<file path="src/rtl/mar_access_arbiter_if.sv">
// Requester and MAR-side signal bundle for the MAR access arbiter.
// Handshake: a requester raises *_req (with address/length stable) and holds it until *_gnt rises; gnt then stays high for the whole access, and *_valid/dma_done are single-cycle pulses with no back-pressure.
interface mar_access_arbiter_if #(
  parameter int ADDR_W = 16,
  parameter int LEN_W  = 8
);
  logic              cpu_req;
  logic [ADDR_W-1:0] cpu_addr;
  logic              cpu_gnt;
  logic              cpu_valid;
  logic              dma_req;
  logic [ADDR_W-1:0] dma_addr;
  logic [LEN_W-1:0]  dma_len;
  logic              dma_gnt;
  logic              dma_valid;
  logic              dma_done;
  logic [ADDR_W-1:0] mar_data;
  logic              mar_load;
  logic              mar_inc;
  logic              busy;

  modport slave (
    input  cpu_req, cpu_addr, dma_req, dma_addr, dma_len,
    output cpu_gnt, cpu_valid, dma_gnt, dma_valid, dma_done,
           mar_data, mar_load, mar_inc, busy
  );

  modport master (
    output cpu_req, cpu_addr, dma_req, dma_addr, dma_len,
    input  cpu_gnt, cpu_valid, dma_gnt, dma_valid, dma_done,
           mar_data, mar_load, mar_inc, busy
  );
endinterface

</file>
<file path="src/rtl/mar_access_arbiter.sv">
// Round-robin owner of the shared memory address register: CPU single-word accesses vs DMA bursts.
// Every output is registered; the next-output logic is derived from the next state and counters.
module mar_access_arbiter #(
  parameter int ADDR_W  = 16,
  parameter int LEN_W   = 8,
  parameter int RAM_LAT = 1
) (
  input  logic                 Clk,
  input  logic                 Rst_n,
  mar_access_arbiter_if.slave  bus,
  output logic [1:0]           o_dbg_state
);

  localparam int WAIT_W = (RAM_LAT > 1) ? $clog2(RAM_LAT) : 1;
  localparam logic [WAIT_W-1:0] WAIT_RELOAD = WAIT_W'(RAM_LAT - 1);

  typedef enum logic [1:0] {
    S_IDLE = 2'd0,
    S_LOAD = 2'd1,
    S_BEAT = 2'd2,
    S_DONE = 2'd3
  } state_t;

  state_t            r_state, w_state_nx;
  logic [WAIT_W-1:0] r_wait, w_wait_nx;
  logic [LEN_W-1:0]  r_remain, w_remain_nx;
  logic              r_owner_dma, w_owner_nx;
  logic              w_pick_dma;

  logic [ADDR_W-1:0] r_mar_data, w_mar_data_nx;
  logic              r_cpu_gnt, r_cpu_valid, r_dma_gnt, r_dma_valid, r_dma_done;
  logic              r_mar_load, r_mar_inc, r_busy;
  logic              w_fire_nx;

  always_comb begin
    w_state_nx    = r_state;
    w_wait_nx     = r_wait;
    w_remain_nx   = r_remain;
    w_owner_nx    = r_owner_dma;
    w_mar_data_nx = r_mar_data;
    w_pick_dma    = 1'b0;
    case (r_state)
      S_IDLE: begin
        w_mar_data_nx = '0;
        if (bus.cpu_req || bus.dma_req) begin
          // On a tie the requester that did not own the MAR last time wins.
          w_pick_dma    = bus.dma_req && (!bus.cpu_req || !r_owner_dma);
          w_owner_nx    = w_pick_dma;
          w_mar_data_nx = w_pick_dma ? bus.dma_addr : bus.cpu_addr;
          w_remain_nx   = !w_pick_dma ? LEN_W'(1)
                        : (bus.dma_len == '0) ? LEN_W'(1) : bus.dma_len;
          w_state_nx    = S_LOAD;
        end
      end
      S_LOAD: begin
        w_state_nx = S_BEAT;
        w_wait_nx  = WAIT_RELOAD;
      end
      S_BEAT: begin
        if (r_wait != '0) begin
          w_wait_nx = r_wait - WAIT_W'(1);
        end else begin
          w_remain_nx = r_remain - LEN_W'(1);
          if (r_remain == LEN_W'(1)) begin
            w_state_nx = S_DONE;
          end else begin
            w_wait_nx = WAIT_RELOAD;
          end
        end
      end
      S_DONE: begin
        w_state_nx    = S_IDLE;
        w_mar_data_nx = '0;
      end
      default: w_state_nx = S_IDLE;
    endcase
  end

  // A beat completes in the cycle whose wait count is zero; remain still holds the pre-beat count.
  assign w_fire_nx = (w_state_nx == S_BEAT) && (w_wait_nx == '0);

  always_ff @(posedge Clk) begin
    if (!Rst_n) begin
      r_state     <= S_IDLE;
      r_wait      <= '0;
      r_remain    <= '0;
      r_owner_dma <= 1'b1;
      r_mar_data  <= '0;
      r_cpu_gnt   <= 1'b0;
      r_cpu_valid <= 1'b0;
      r_dma_gnt   <= 1'b0;
      r_dma_valid <= 1'b0;
      r_dma_done  <= 1'b0;
      r_mar_load  <= 1'b0;
      r_mar_inc   <= 1'b0;
      r_busy      <= 1'b0;
    end else begin
      r_state     <= w_state_nx;
      r_wait      <= w_wait_nx;
      r_remain    <= w_remain_nx;
      r_owner_dma <= w_owner_nx;
      r_mar_data  <= w_mar_data_nx;
      r_cpu_gnt   <= (w_state_nx != S_IDLE) && !w_owner_nx;
      r_dma_gnt   <= (w_state_nx != S_IDLE) && w_owner_nx;
      r_cpu_valid <= w_fire_nx && !w_owner_nx;
      r_dma_valid <= w_fire_nx && w_owner_nx;
      r_mar_inc   <= w_fire_nx && (w_remain_nx != LEN_W'(1));
      r_mar_load  <= (w_state_nx == S_LOAD);
      r_dma_done  <= (w_state_nx == S_DONE) && w_owner_nx;
      r_busy      <= (w_state_nx != S_IDLE);
    end
  end

  assign bus.cpu_gnt   = r_cpu_gnt;
  assign bus.cpu_valid = r_cpu_valid;
  assign bus.dma_gnt   = r_dma_gnt;
  assign bus.dma_valid = r_dma_valid;
  assign bus.dma_done  = r_dma_done;
  assign bus.mar_data  = r_mar_data;
  assign bus.mar_load  = r_mar_load;
  assign bus.mar_inc   = r_mar_inc;
  assign bus.busy      = r_busy;
  assign o_dbg_state   = r_state;

endmodule

</file>
<file path="src/flat_wrapper.sv">
// flat-port wrapper written by rule: the top's interface ports become plain ports
module mar_access_arbiter_flat 
#(
  parameter int ADDR_W  = 16,
  parameter int LEN_W   = 8,
  parameter int RAM_LAT = 1
)
  (Clk, Rst_n, o_dbg_state, bus_cpu_req, bus_cpu_addr, bus_dma_req, bus_dma_addr, bus_dma_len, bus_cpu_gnt, bus_cpu_valid, bus_dma_gnt, bus_dma_valid, bus_dma_done, bus_mar_data, bus_mar_load, bus_mar_inc, bus_busy);
  mar_access_arbiter_if #(.ADDR_W(ADDR_W), .LEN_W(LEN_W)) bus_i ();
  input  logic Clk;
  input  logic Rst_n;
  output logic [1:0] o_dbg_state;
  input wire logic [$bits(bus_i.cpu_req)-1:0] bus_cpu_req;
  input wire logic [$bits(bus_i.cpu_addr)-1:0] bus_cpu_addr;
  input wire logic [$bits(bus_i.dma_req)-1:0] bus_dma_req;
  input wire logic [$bits(bus_i.dma_addr)-1:0] bus_dma_addr;
  input wire logic [$bits(bus_i.dma_len)-1:0] bus_dma_len;
  output wire logic [$bits(bus_i.cpu_gnt)-1:0] bus_cpu_gnt;
  output wire logic [$bits(bus_i.cpu_valid)-1:0] bus_cpu_valid;
  output wire logic [$bits(bus_i.dma_gnt)-1:0] bus_dma_gnt;
  output wire logic [$bits(bus_i.dma_valid)-1:0] bus_dma_valid;
  output wire logic [$bits(bus_i.dma_done)-1:0] bus_dma_done;
  output wire logic [$bits(bus_i.mar_data)-1:0] bus_mar_data;
  output wire logic [$bits(bus_i.mar_load)-1:0] bus_mar_load;
  output wire logic [$bits(bus_i.mar_inc)-1:0] bus_mar_inc;
  output wire logic [$bits(bus_i.busy)-1:0] bus_busy;
  assign bus_i.cpu_req = bus_cpu_req;
  assign bus_i.cpu_addr = bus_cpu_addr;
  assign bus_i.dma_req = bus_dma_req;
  assign bus_i.dma_addr = bus_dma_addr;
  assign bus_i.dma_len = bus_dma_len;
  assign bus_cpu_gnt = bus_i.cpu_gnt;
  assign bus_cpu_valid = bus_i.cpu_valid;
  assign bus_dma_gnt = bus_i.dma_gnt;
  assign bus_dma_valid = bus_i.dma_valid;
  assign bus_dma_done = bus_i.dma_done;
  assign bus_mar_data = bus_i.mar_data;
  assign bus_mar_load = bus_i.mar_load;
  assign bus_mar_inc = bus_i.mar_inc;
  assign bus_busy = bus_i.busy;
  mar_access_arbiter #(.ADDR_W(ADDR_W), .LEN_W(LEN_W), .RAM_LAT(RAM_LAT)) u_core (.Clk(Clk), .Rst_n(Rst_n), .bus(bus_i), .o_dbg_state(o_dbg_state));
endmodule
</file>
<file path="config.mk">
export PLATFORM = sky130hd
export DESIGN_NAME = mar_access_arbiter_flat
export DESIGN_NICKNAME = d
export VERILOG_FILES = /design/src/rtl/mar_access_arbiter_if.sv /design/src/rtl/mar_access_arbiter.sv /design/src/flat_wrapper.sv
export SDC_FILE = /design/constraint.sdc
export NUM_CORES = 1
export LEC_CHECK = 0
export CAP_MARGIN = 0
export CORE_MARGIN = 4
export CORE_UTILIZATION = 30
export CTS_CLUSTER_DIAMETER = 80
export CTS_CLUSTER_SIZE = 10
export DETAILED_ROUTE_END_ITERATION = 8
export GPL_TIMING_DRIVEN = 0
export HOLD_SLACK_MARGIN = 0.15
export SLEW_MARGIN = 20
export SYNTH_ARGS = -nofsm -noshare
export SYNTH_HDL_FRONTEND = slang
export SYNTH_SLANG_ARGS = --single-unit
</file>
<file path="constraint.sdc">
create_clock -name Clk -period 4.9 [get_ports Clk]
set_input_delay 0.98 -clock Clk [delete_from_list [all_inputs] [get_ports Clk]]
set_output_delay 0.98 -clock Clk [all_outputs]
set_load 0.01 [all_outputs]
</file>
==> metrics <==
Sw Share 32.3%; synth top area cells dfxtp_1 (40%), a21oi_1 (9.9%), nand2_1 (8.9%); TritonCTS clock tree yes; f_max 0.371 GHz; Peak VDD IR 0.000120 V; gpl congestion 0.822; syn_nets 279; Slew headroom 68.1%; Startpoint Class input port; Area Growth Syn to Fin 47.8%; vias in the first global route 1794; Clk pwr share 25.7%; class of the worst hold path reg2reg; maximum clock insertion buffer count 2; internal power 582 uW; Ys Warns 0; LEAKAGE 0.00107 uW; CP required 5.07 ns; Vias 1863; number of nets in the layout 354; slowest CP cell clkdlybuf4s50_1; Setup Fix Bufs, Post-CTS 0; Root Buffer clkbuf_8; post-synth top area share 39.8%; Final ANT Viol Nets 0; total grt overflow 0; H-tree depth 2; post-cts resize count 0; largest net degree at the start of global routing 12; CP bufs+invs 1; Setup WS post-layout 2.21 ns; Clock Latency Late Sink 0.29 ns; most used flip-flop cell after synthesis dfxtp_1; # setup viols final 0; Die ar. 0.00735 mm2; layout cells sized above 1 7.87%; total core area 0.00589 mm2; Crit path max-delay family compound AO/OA/AOI/OAI gates; Post-CTS Hold Fix Bufs 0; number of fillers in the final layout 621; combinational share of power 33.8%; ant diodes 0; flop2flop setup slack 2.73 ns; Power Density 321 mW/mm2; fin. max-slew vios 0; storage element area 721 um2; Seq pwr share 40.5%; Fin Setup TNS 0 ns; net switching power 277 uW; GRT Total Usage 14.2%; # clock sinks 36; Hold Fails Final Rpt 0; status complete, no violations; die height 85.7 um; post-synthesis sequential area ratio 39.8%; 1st-iter DRT viols 69; Cell Rows 28; #FFs+latches synth 36; Worst Tran Pin Value 0.479 ns; DRC Markers 0; max cap viols 0; clk slew on worst S/H paths 0.07 ns; critical path endpoint category flop; CP cell instances clkdlybuf4s50_1 -> nor2_1 -> a21o_2 -> a222oi_1 -> nor2b_1 -> and4_1 -> a31oi_1; drt pass-1 iters 4; multi-input logic area 990 um2; initial core utilization 30.8%; Max Fanout on Critical Path 6; routed wire length 5070 um; asr flop ratio synth 0%; IO Count 70; first-pass GRT wire length 8340 um; Final Cycle Share 55.0%; unrepaired setup endpoints after global routing false; max incr delay on CP 0.58 ns; biggest area consumer among synthesized cells dfxtp_1; vias per cell 4.90; Die W 85.7 um; synth unique cells 45; hpwl dp 3870 um; critical path arrival 2.86 ns; Setup Crit Path Kind in2reg; Mean Syn Cell Area 7.92 um2; WL/cell 13.3 um; pre-CTS setup slack 1.91 ns; port bufs 68; total CTS buffers 5; Synth Instances 229; Post-synth EDFFs 0; post-layout min period 2.69 ns; initial antenna violation count 0; final clock skew 0.00536 ns; Synth Cell Area 0.00181 mm2
## synth_stat cells (3+ instances only)
cell      count
and2_1        4
a31oi_1       4
ha_1          6
and4_1        3
inv_1         8
a21oi_1      36
xor2_1        3
o21ai_0       3
dfxtp_1      36
clkbuf_1      7
nor3_1        4
nand2_1      43
nor2_1       31
## through the flow
step           util, %  std cells  hold WS (ns)  area (um2)  total power (uW)
6_report          45.5        380         0.489        2680               859
5_1_grt           45.5        380         0.529        2680               914
4_1_cts           45.5        380         0.494        2680               866
3_5_place_dp      44.0        372         0.477        2590               644
3_3_place_gp      44.0        372         0.467        2590               644
2_1_floorplan        -        229         0.525        1810               519
## worst min-delay path, stage by stage, from the launching register on
cell	delay, ns
dfxtp_1	0.33
a21oi_1	0.06
nor2_1	0.07
## registers in the layout, summed over array words and instances (netlist names)
name / flops
u_core.r_owner_dma: 1
u_core.bus.dma_valid: 1
u_core.r_wait: 1
u_core.bus.mar_data: 16
u_core.bus.mar_load: 1
u_core.bus.cpu_gnt: 1
u_core.bus.mar_inc: 1
u_core.o_dbg_state: 2
u_core.bus.cpu_valid: 1
u_core.bus.dma_done: 1
u_core.bus.busy: 1
u_core.r_remain: 8
u_core.bus.dma_gnt: 1
## power groups by stage
stage,clock network [uW],logic (uW),registers [uW]
CTS,226,292,348
global placement,0,289,355
floorplan,0,157,362
global route,237,323,354
detailed placement,0,290,355
finish,221,290,348
## layer usage
layer | vias up | share of wire, % | GRT usage (%)
li1 | 938 | - | -
met1 | 847 | 44 | 17.6
met2 | 67 | 45 | 23.0
met3 | 11 | 9.2 | 5.19
met4 | 0 | 1.6 | 4.46
met5 | - | 0 | 0
## worst paths after layout
kind	cells after the start	start	endpoint
worst max register to register	9	u_core.o_dbg_state[0]	u_core.bus.mar_data[11]
worst min register to register	2	u_core.bus.mar_data[6]	u_core.bus.mar_data[6]
worst max-delay path	7	bus_cpu_req	u_core.bus.mar_inc
worst min-delay path	2	u_core.bus.mar_data[6]	u_core.bus.mar_data[6]
## kinds of logic after synthesis
kind of cell | share of synthesized area (%)
buf+inv | 5.66
simple gates | 28.1
flops | 39.8
fa+ha+maj | 4.14
xor+xnor | 1.93
compound gates | 20.4
## cell type report
| class | count | area share [%] |
|---|---|---|
| timing repair buffer | 68 | 25.4 |
| multi-input combinational | 173 | 36.9 |
| sequential | 36 | 26.9 |
| clock buffer | 6 | 3.08 |
| inverter | 8 | 1.12 |
| buffer | 12 | 2.71 |
| tap | 75 | 3.50 |
| clock inverter | 2 | 0.373 |
## cells in the final DEF (no fill, tap or decap), types with 3 or more instances in the layout
master / instances
o21ai_0: 3
nand2_1: 43
clkdlybuf4s50_1: 68
clkbuf_8: 7
dfxtp_1: 36
nor2_1: 31
a21oi_1: 36
nor3_1: 4
clkbuf_1: 7
a31oi_1: 4
inv_1: 8
xor2_1: 3
and4_1: 3
ha_1: 6
and2_1: 4
(Power assumes the default switching activity.)
